$ cat src/rtl/act_stream_tx.sv
// Activation stream transmitter: ReLU + requantize + saturate psums into 8-bit activations, 2-stage pipeline.
// Optional build macro ACT_ROUND_EN selects round-to-nearest instead of truncation.
module act_stream_tx (
  input  logic        clk,
  input  logic        rst,
  input  logic        start_i,
  input  logic [9:0]  map_size_i,
  input  logic [3:0]  shift_i,
  input  logic        psum_valid_i,
  input  logic [23:0] psum_i,
  output logic        psum_ready_o,
  output logic        act_valid_o,
  output logic [7:0]  act_result_o,
  output logic [9:0]  act_result_address_o,
  output logic        act_last_o,
  output logic        busy_o,
  output logic        done_o
);

  localparam int unsigned PW = 24;
  localparam int unsigned XW = PW + 1;
  localparam int unsigned AW = 10;
  localparam int unsigned RW = 8;
  localparam int unsigned SW = 4;

  typedef enum logic [1:0] {IDLE, RUN, DRAIN} state_t;

  state_t          state_q, state_d;
  logic [AW-1:0]   n_q;
  logic [SW-1:0]   shift_q;
  logic [AW-1:0]   cnt_q;
  logic [AW-1:0]   cnt_nxt;
  logic            start_ok;
  logic            xfer;
  logic            in_last;

  logic            s1_valid;
  logic [PW-1:0]   s1_psum;
  logic [AW-1:0]   s1_addr;
  logic            s1_last;

  logic [XW-1:0]   mag;
  logic [XW-1:0]   rnd;
  logic [XW-1:0]   shifted;
  logic [RW-1:0]   res;

  // State register
  always_ff @(posedge clk) begin
    if (rst) state_q <= IDLE;
    else     state_q <= state_d;
  end

  // Next-state logic
  always_comb begin
    state_d = state_q;
    case (state_q)
      IDLE:    if (start_ok)   state_d = RUN;
      RUN:     if (in_last)    state_d = DRAIN;
      DRAIN:   if (act_last_o) state_d = IDLE;
      default:                 state_d = IDLE;
    endcase
  end

  // State-decoded controls and handshake
  always_comb begin
    psum_ready_o = 1'b0;
    busy_o       = 1'b0;
    start_ok     = 1'b0;
    case (state_q)
      IDLE:  start_ok     = start_i && (map_size_i != '0);
      RUN: begin
        psum_ready_o = 1'b1;
        busy_o       = 1'b1;
      end
      DRAIN: busy_o       = 1'b1;
      default: ;
    endcase
    cnt_nxt = cnt_q + AW'(1);
    xfer    = psum_ready_o && psum_valid_i;
    in_last = xfer && (cnt_nxt == n_q);
  end

  // Requantize: shift in 25 bits so the rounding add cannot overflow, then clamp
  always_comb begin
    mag = {1'b0, s1_psum};
    rnd = '0;
`ifdef ACT_ROUND_EN
    if (shift_q != '0) rnd = XW'(1) << (shift_q - SW'(1));
`endif
    shifted = (mag + rnd) >> shift_q;
    if (s1_psum[PW-1])            res = '0;
    else if (shifted > XW'(255))  res = RW'(255);
    else                          res = shifted[RW-1:0];
  end

  // Map configuration, input counter and pipeline stages
  always_ff @(posedge clk) begin
    if (rst) begin
      n_q                  <= '0;
      shift_q              <= '0;
      cnt_q                <= '0;
      s1_valid             <= 1'b0;
      s1_psum              <= '0;
      s1_addr              <= '0;
      s1_last              <= 1'b0;
      act_valid_o          <= 1'b0;
      act_result_o         <= '0;
      act_result_address_o <= '0;
      act_last_o           <= 1'b0;
      done_o               <= 1'b0;
    end else begin
      if (start_ok) begin
        n_q     <= map_size_i;
        shift_q <= shift_i;
        cnt_q   <= '0;
      end else if (xfer) begin
        cnt_q   <= cnt_nxt;
      end
      s1_valid             <= xfer;
      s1_psum              <= xfer ? psum_i : '0;
      s1_addr              <= xfer ? cnt_nxt : '0;
      s1_last              <= in_last;
      act_valid_o          <= s1_valid;
      act_result_o         <= s1_valid ? res : '0;
      act_result_address_o <= s1_valid ? s1_addr : '0;
      act_last_o           <= s1_valid && s1_last;
      done_o               <= (state_q == DRAIN) && act_last_o;
    end
  end

endmodule

$ cat config.mk
export PLATFORM = sky130hd
export DESIGN_NAME = act_stream_tx
export DESIGN_NICKNAME = d
export VERILOG_FILES = /design/src/rtl/act_stream_tx.sv
export SDC_FILE = /design/constraint.sdc
export NUM_CORES = 1
export LEC_CHECK = 0
export ABC_AREA = 1
export CAP_MARGIN = 20
export CORE_MARGIN = 1.5
export CORE_UTILIZATION = 40
export DETAILED_ROUTE_END_ITERATION = 12
export PLACE_DENSITY = 0.65
export SETUP_SLACK_MARGIN = 0.5
export SYNTH_ARGS = -nofsm -noshare
export SYNTH_HDL_FRONTEND = slang
export SYNTH_SLANG_ARGS = --single-unit
export TNS_END_PERCENT = 5
$ cat constraint.sdc
create_clock -name clk -period 1.8 [get_ports clk]
set_clock_uncertainty 0.1 [all_clocks]
set_input_delay 0.36 -clock clk [delete_from_list [all_inputs] [get_ports clk]]
set_output_delay 0.36 -clock clk [all_outputs]
set_load 0.01 [all_outputs]
-- After elaboration in Yosys (flattened, before gate mapping)
Cells that the tools add are included.
- register bits after elaboration: 83
- bits of input ports: 42
- output and inout bits: 23
- logic and storage cells: 45
- add/sub/neg operators: 1
- $lt $le $gt $ge: 1
- equality and inequality tests: 6
- shift operators: 1
- mux-type cells: 8
- bitwise logic cells: 2
- reduce and logical (&&, ||, !) cells: 13
- operators by type and width (kind ; number):
    > comparator 25 x 8 -> 1 bit, second input constant ; 1
    right shift 24 x 4 -> 25 bit ; 1
    adder 10 x 1 -> 10 bit, second input constant ; 1
    == test 10 bit ; 1
    nonzero test 10 bit ; 1
    2-to-1 mux 8 bit ; 1
    OR reduction 2 bit ; 4
    2-to-1 mux 2 bit ; 3
    inequality test 2 bit, second input constant ; 3
    one-hot mux 2 bit (3 select lines) ; 1
    logical AND 1 bit ; 5
    2-to-1 mux 1 bit ; 3
    AND reduction 3 bit ; 1
    OR reduction 3 bit ; 1
    == test 2 x 1 -> 1 bit, second input constant ; 1
    == test 2 bit, second input constant ; 1
    zero test 2 bit ; 1
    NOT 1 bit ; 2

-- Logic depth before layout (Yosys ltp)
- word-level depth: 6
- mapped depth: 14
- gate-level depth less buffers: 14

-- Worst setup path before layout
Ideal clock, no wire load.
- path kind: reg-to-reg
- start point: reg cnt_q[0]
- end point: reg state_q[0]
- setup time: 0.115 ns
- data arrival time: 1.650 ns
- required time: 1.585 ns
- setup slack: -0.065 ns
- stages on the path, launching flop included: 13
- buffers on the path: 0
- period minus slack after synthesis: 1.865 ns
- path through: dfxtp_1 ha_1 nand2_1 nor2_2 nand2_1 o21bai_2 nand2_1 nand2_1 nand2_1 nand4_1 nand2_1 a21oi_1 nor2_1
- longest elaborated chain between the ends: 5
- RTL lines (item ; RTL line ; text):
    start, declared ; 31 ; logic [AW-1:0] cnt_q;
    start signal, assigned ; 117 ; cnt_q <= cnt_nxt;
    adder 10 x 1 -> 10 bit ; 78 ; cnt_nxt = cnt_q + AW'(1);
    == test 10 bit ; 80 ; in_last = xfer && (cnt_nxt == n_q);
    logical AND 1 bit ; 80 ;
    inequality test 2 bit (no source line) ; - ;
    AND reduction 3 bit (no source line) ; - ;
    end signal, assigned ; 50 ; else state_q <= state_d;
    end, declared ; 28 ; state_t state_q, state_d;
No other way between the ends.
A chain may end at the register's enable or synchronous reset.

-- Worst setup path after layout
- start point: reg cnt_q[1]
- end point: reg state_q[0]
The elaborated chain is that of the path after synthesis.

==> results.md <==
* Post-DRT Antenna Nets at 0
* Leading area contributor after synthesis: dfxtp_1
* Post-synthesis sequential area ratio at 0.4368
* Final cell count without fillers at 798
* Worst EP required at 1970 ps
* Violation count after the first detailed-route iteration at 172
* Slew margin rel. at 0.6835
* Placed cell areas at 0.004907 mm²
* Final HPWL DP at 6778 µm
* Die area at 0.01010 mm²
* Nets@finish at 710
* Area Overhead vs Synth at 44.41%
* Crit start category: flip-flop
* Crit path kind: reg -> reg
* Slew @ Worst Pin at 474.7 ps
* Share of the synthesized area in the top cell type at 0.4368
* Total track usage at 0.1901
* Fin crit share at 1.072
* Die height at 100.5 µm
* Initial antenna violation count at 0
* DRT Pass-1 Iters at 4
* Syn_nets at 607
* Post-Syn Area at 0.003804 mm²
* R2R depth at 13
* Fin worst setup slack at -129.6 ps
* Residual DRC at 0
* TritonCTS buffer count at 9
* Reg2reg end: state_q[0]$_SDFFE_PP0P_
* Final instance area at 0.005493 mm²
* R2r setup slk at -130 ps
* FFs w/ async S/R, synth at 0
* Final hold vios at 0
* Global-route wire length before repair at 15,230 µm
* Critical path endpoint: state_q[0]$_SDFFE_PP0P_
* Crit. Startpoint: cnt_q[1]$_SDFFE_PP0P_
* Leakage power at 2.478 nW
* Most frequent cells in the layout: nand2_1 (119), inv_1 (75), dfxtp_1 (75)
* Hold_buf cts at 0
* Pwr per Cell Area at 1102 mW/mm²
* Gate Count Post-Synth at 561
* Routability Congestion at 0.9354
* GRT Residual Overflow at 0
* Initial Utilization at 0.4116
* Most common cell after layout, fill and taps aside: nand2_1
* Syn Area/Cell at 6.780 µm²
* Core area at 0.009240 mm²
* Min-delay worst type: in -> reg
* # Max-Cap Violations at 0
* Slowest-stage cell, CP: dfxtp_4
* Vias in the first global route at 3,377
* Clock Latency Late Sink at 360 ps
* CTS root buffer: clkbuf_8
* Peak supply drop at 0.4836 mV
* Share of layout cells above drive strength 1 at 0.3004
* Final setup viols at 10
* RSZ-0062 raised after global routing: true
* TritonCTS clock tree: yes
* IO Pins at 65
* Count of input and output buffers at 64
* Filler instances at 860
* Post-synth top flop: dfxtp_1
* Synth area leaders: dfxtp_1 (44%), nand2_1 (15%), inv_1 (8.2%)
* Critical path cell sequence: buf_6, nand2_4, nor2_4, buf_4, nand3_1, nand3_2, nand2_1, nor3_2, nand4_1, nand2_2, nand3_2, nand2_1, nor2_1
* Clk sinks at 83
* Flops & latches, synth at 83
* Number of synthesized flops with an enable pin at 0
* Vias at 3,829
* Data arrival, critical path at 2100 ps
* Final Power at 6.054 mW
* Clk buf depth at 2
* H-tree depth at 3
* Synthesis Warnings at 0
* Vias per inst at 4.798
* Slew Limit Fails at 0
* Final min period at 1930 ps
* Critical path's largest stage delay at 370 ps
* Failing checks: negative setup slack
* CP Max Fanout at 5
* Synth unique cells at 32
* Routed wire length per instance at 12.30 µm
* Num rows at 35
* Highest clock rate at 0.5182 GHz
* Die width at 100.5 µm
* N_diodes at 0
* CTS clk-pin slew, worst paths at 100 ps
* CP Capture Type: flip-flop
* Run status: complete, but fails checks
* Total wire length at 9816 µm
* Largest net degree at the start of global routing at 23
* Hold WS at 214.9 ps
* Placed instance count at 773
* R2R Path Start: cnt_q[1]$_SDFFE_PP0P_
-- critical path, delay by kind of cell (launching register included) --
kind                   cells  cell delay [ps]
AND/OR/NAND/NOR           11             1080
flip-flops                 1              370
buffers and inverters      2              270
-- power breakdown --
group	internal, mW	switching (mW)
clock network	0.665	0.732
registers	2.03	0.149
logic	1.05	1.43
-- registers in the layout, summed over array words and instances, names as in the netlist --
name,cells
s1_addr,10
done_o,1
cnt_q,10
s1_psum,24
shift_q,4
n_q,10
s1_valid,1
act_result_o,8
act_last_o,1
act_result_address_o,10
act_valid_o,1
s1_last,1
state_q,2
-- per-stage QoR --
step / setup TNS, ps / worst slack, ps / utilization
after floorplan: 0 / 109.9 / -
after global placement: -4303 / -236.4 / 0.5311
after detailed placement: -5179 / -278.9 / 0.5311
after CTS: -475.9 / -80.11 / 0.5550
after global routing: -2170 / -237.2 / 0.5944
final: -1054 / -129.6 / 0.5944
-- repair_timing --
action	in CTS	in global routing
gates resized for setup	142	85
endpoints found under the hold margin	0	0
setup endpoints to repair	92	82
setup buffers	1	7
pin swaps	18	33
gates cloned	0	1
-- layer usage --
| layer | track usage | vias to the layer above | part of all wire |
|---|---|---|---|
| met3 | 0.03329 | 16 | 0.054 |
| met1 | 0.2548 | 1743 | 0.46 |
| li1 | - | 1971 | - |
| met2 | 0.3030 | 99 | 0.47 |
| met4 | 0.08017 | 0 | 0.016 |
| met5 | 0 | - | 0 |
-- worst min path at each step --
stage	depth (start not counted)	slack, ps	from	endpoint
6_report	2	210	rst	done_o$_SDFF_PP0_
5_1_grt	2	220	rst	s1_valid$_SDFF_PP0_
4_1_cts	3	300	map_size_i[1]	n_q[1]$_SDFFE_PP0P_
3_5_place_dp	2	300	s1_addr[3]$_SDFF_PP0_	act_result_address_o[3]$_SDFF_PP0_
3_3_place_gp	2	300	s1_addr[4]$_SDFF_PP0_	act_result_address_o[4]$_SDFF_PP0_
2_1_floorplan	2	290	s1_addr[0]$_SDFF_PP0_	act_result_address_o[0]$_SDFF_PP0_
-- cell families (layout without fill, tap and decap cells) --
group | count (synthesis) | count (layout) | synth area share
muxes | 4 | 4 | 0.01053
buffers and inverters | 107 | 215 | 0.1105
and+or+nand+nor | 266 | 266 | 0.2868
adders and majority gates | 4 | 4 | 0.01316
DFF | 83 | 83 | 0.4368
AOI/OAI and AO/OA | 97 | 97 | 0.1421
-- cells in the mapped netlist (3+ instances only) --
library cell and count:
nand2_1 154, clkbuf_1 11, and2_1 4, o21ai_2 3
inv_1 83, buf_2 6, nand3_1 37, o21ai_0 37
mux2i_1 4, nor2_1 58, nand4_1 6, inv_2 4
o21ai_1 12, dfxtp_1 83, o21bai_1 3, a21oi_1 33
ha_1 4
-- layout make-up --
type	count	area, µm²	area share
Timing Repair Buffer	112	1003	0.1827
Clock buffer	9	123.9	0.02255
Multi-Input combinational cell	371	2105	0.3831
Sequential cell	83	1682	0.3061
Inverter	87	334.1	0.06082
Tap cell	129	161.4	0.02938
Clock inverter	7	83.83	0.01526
Note: power is estimated with default switching activity, not from simulation.
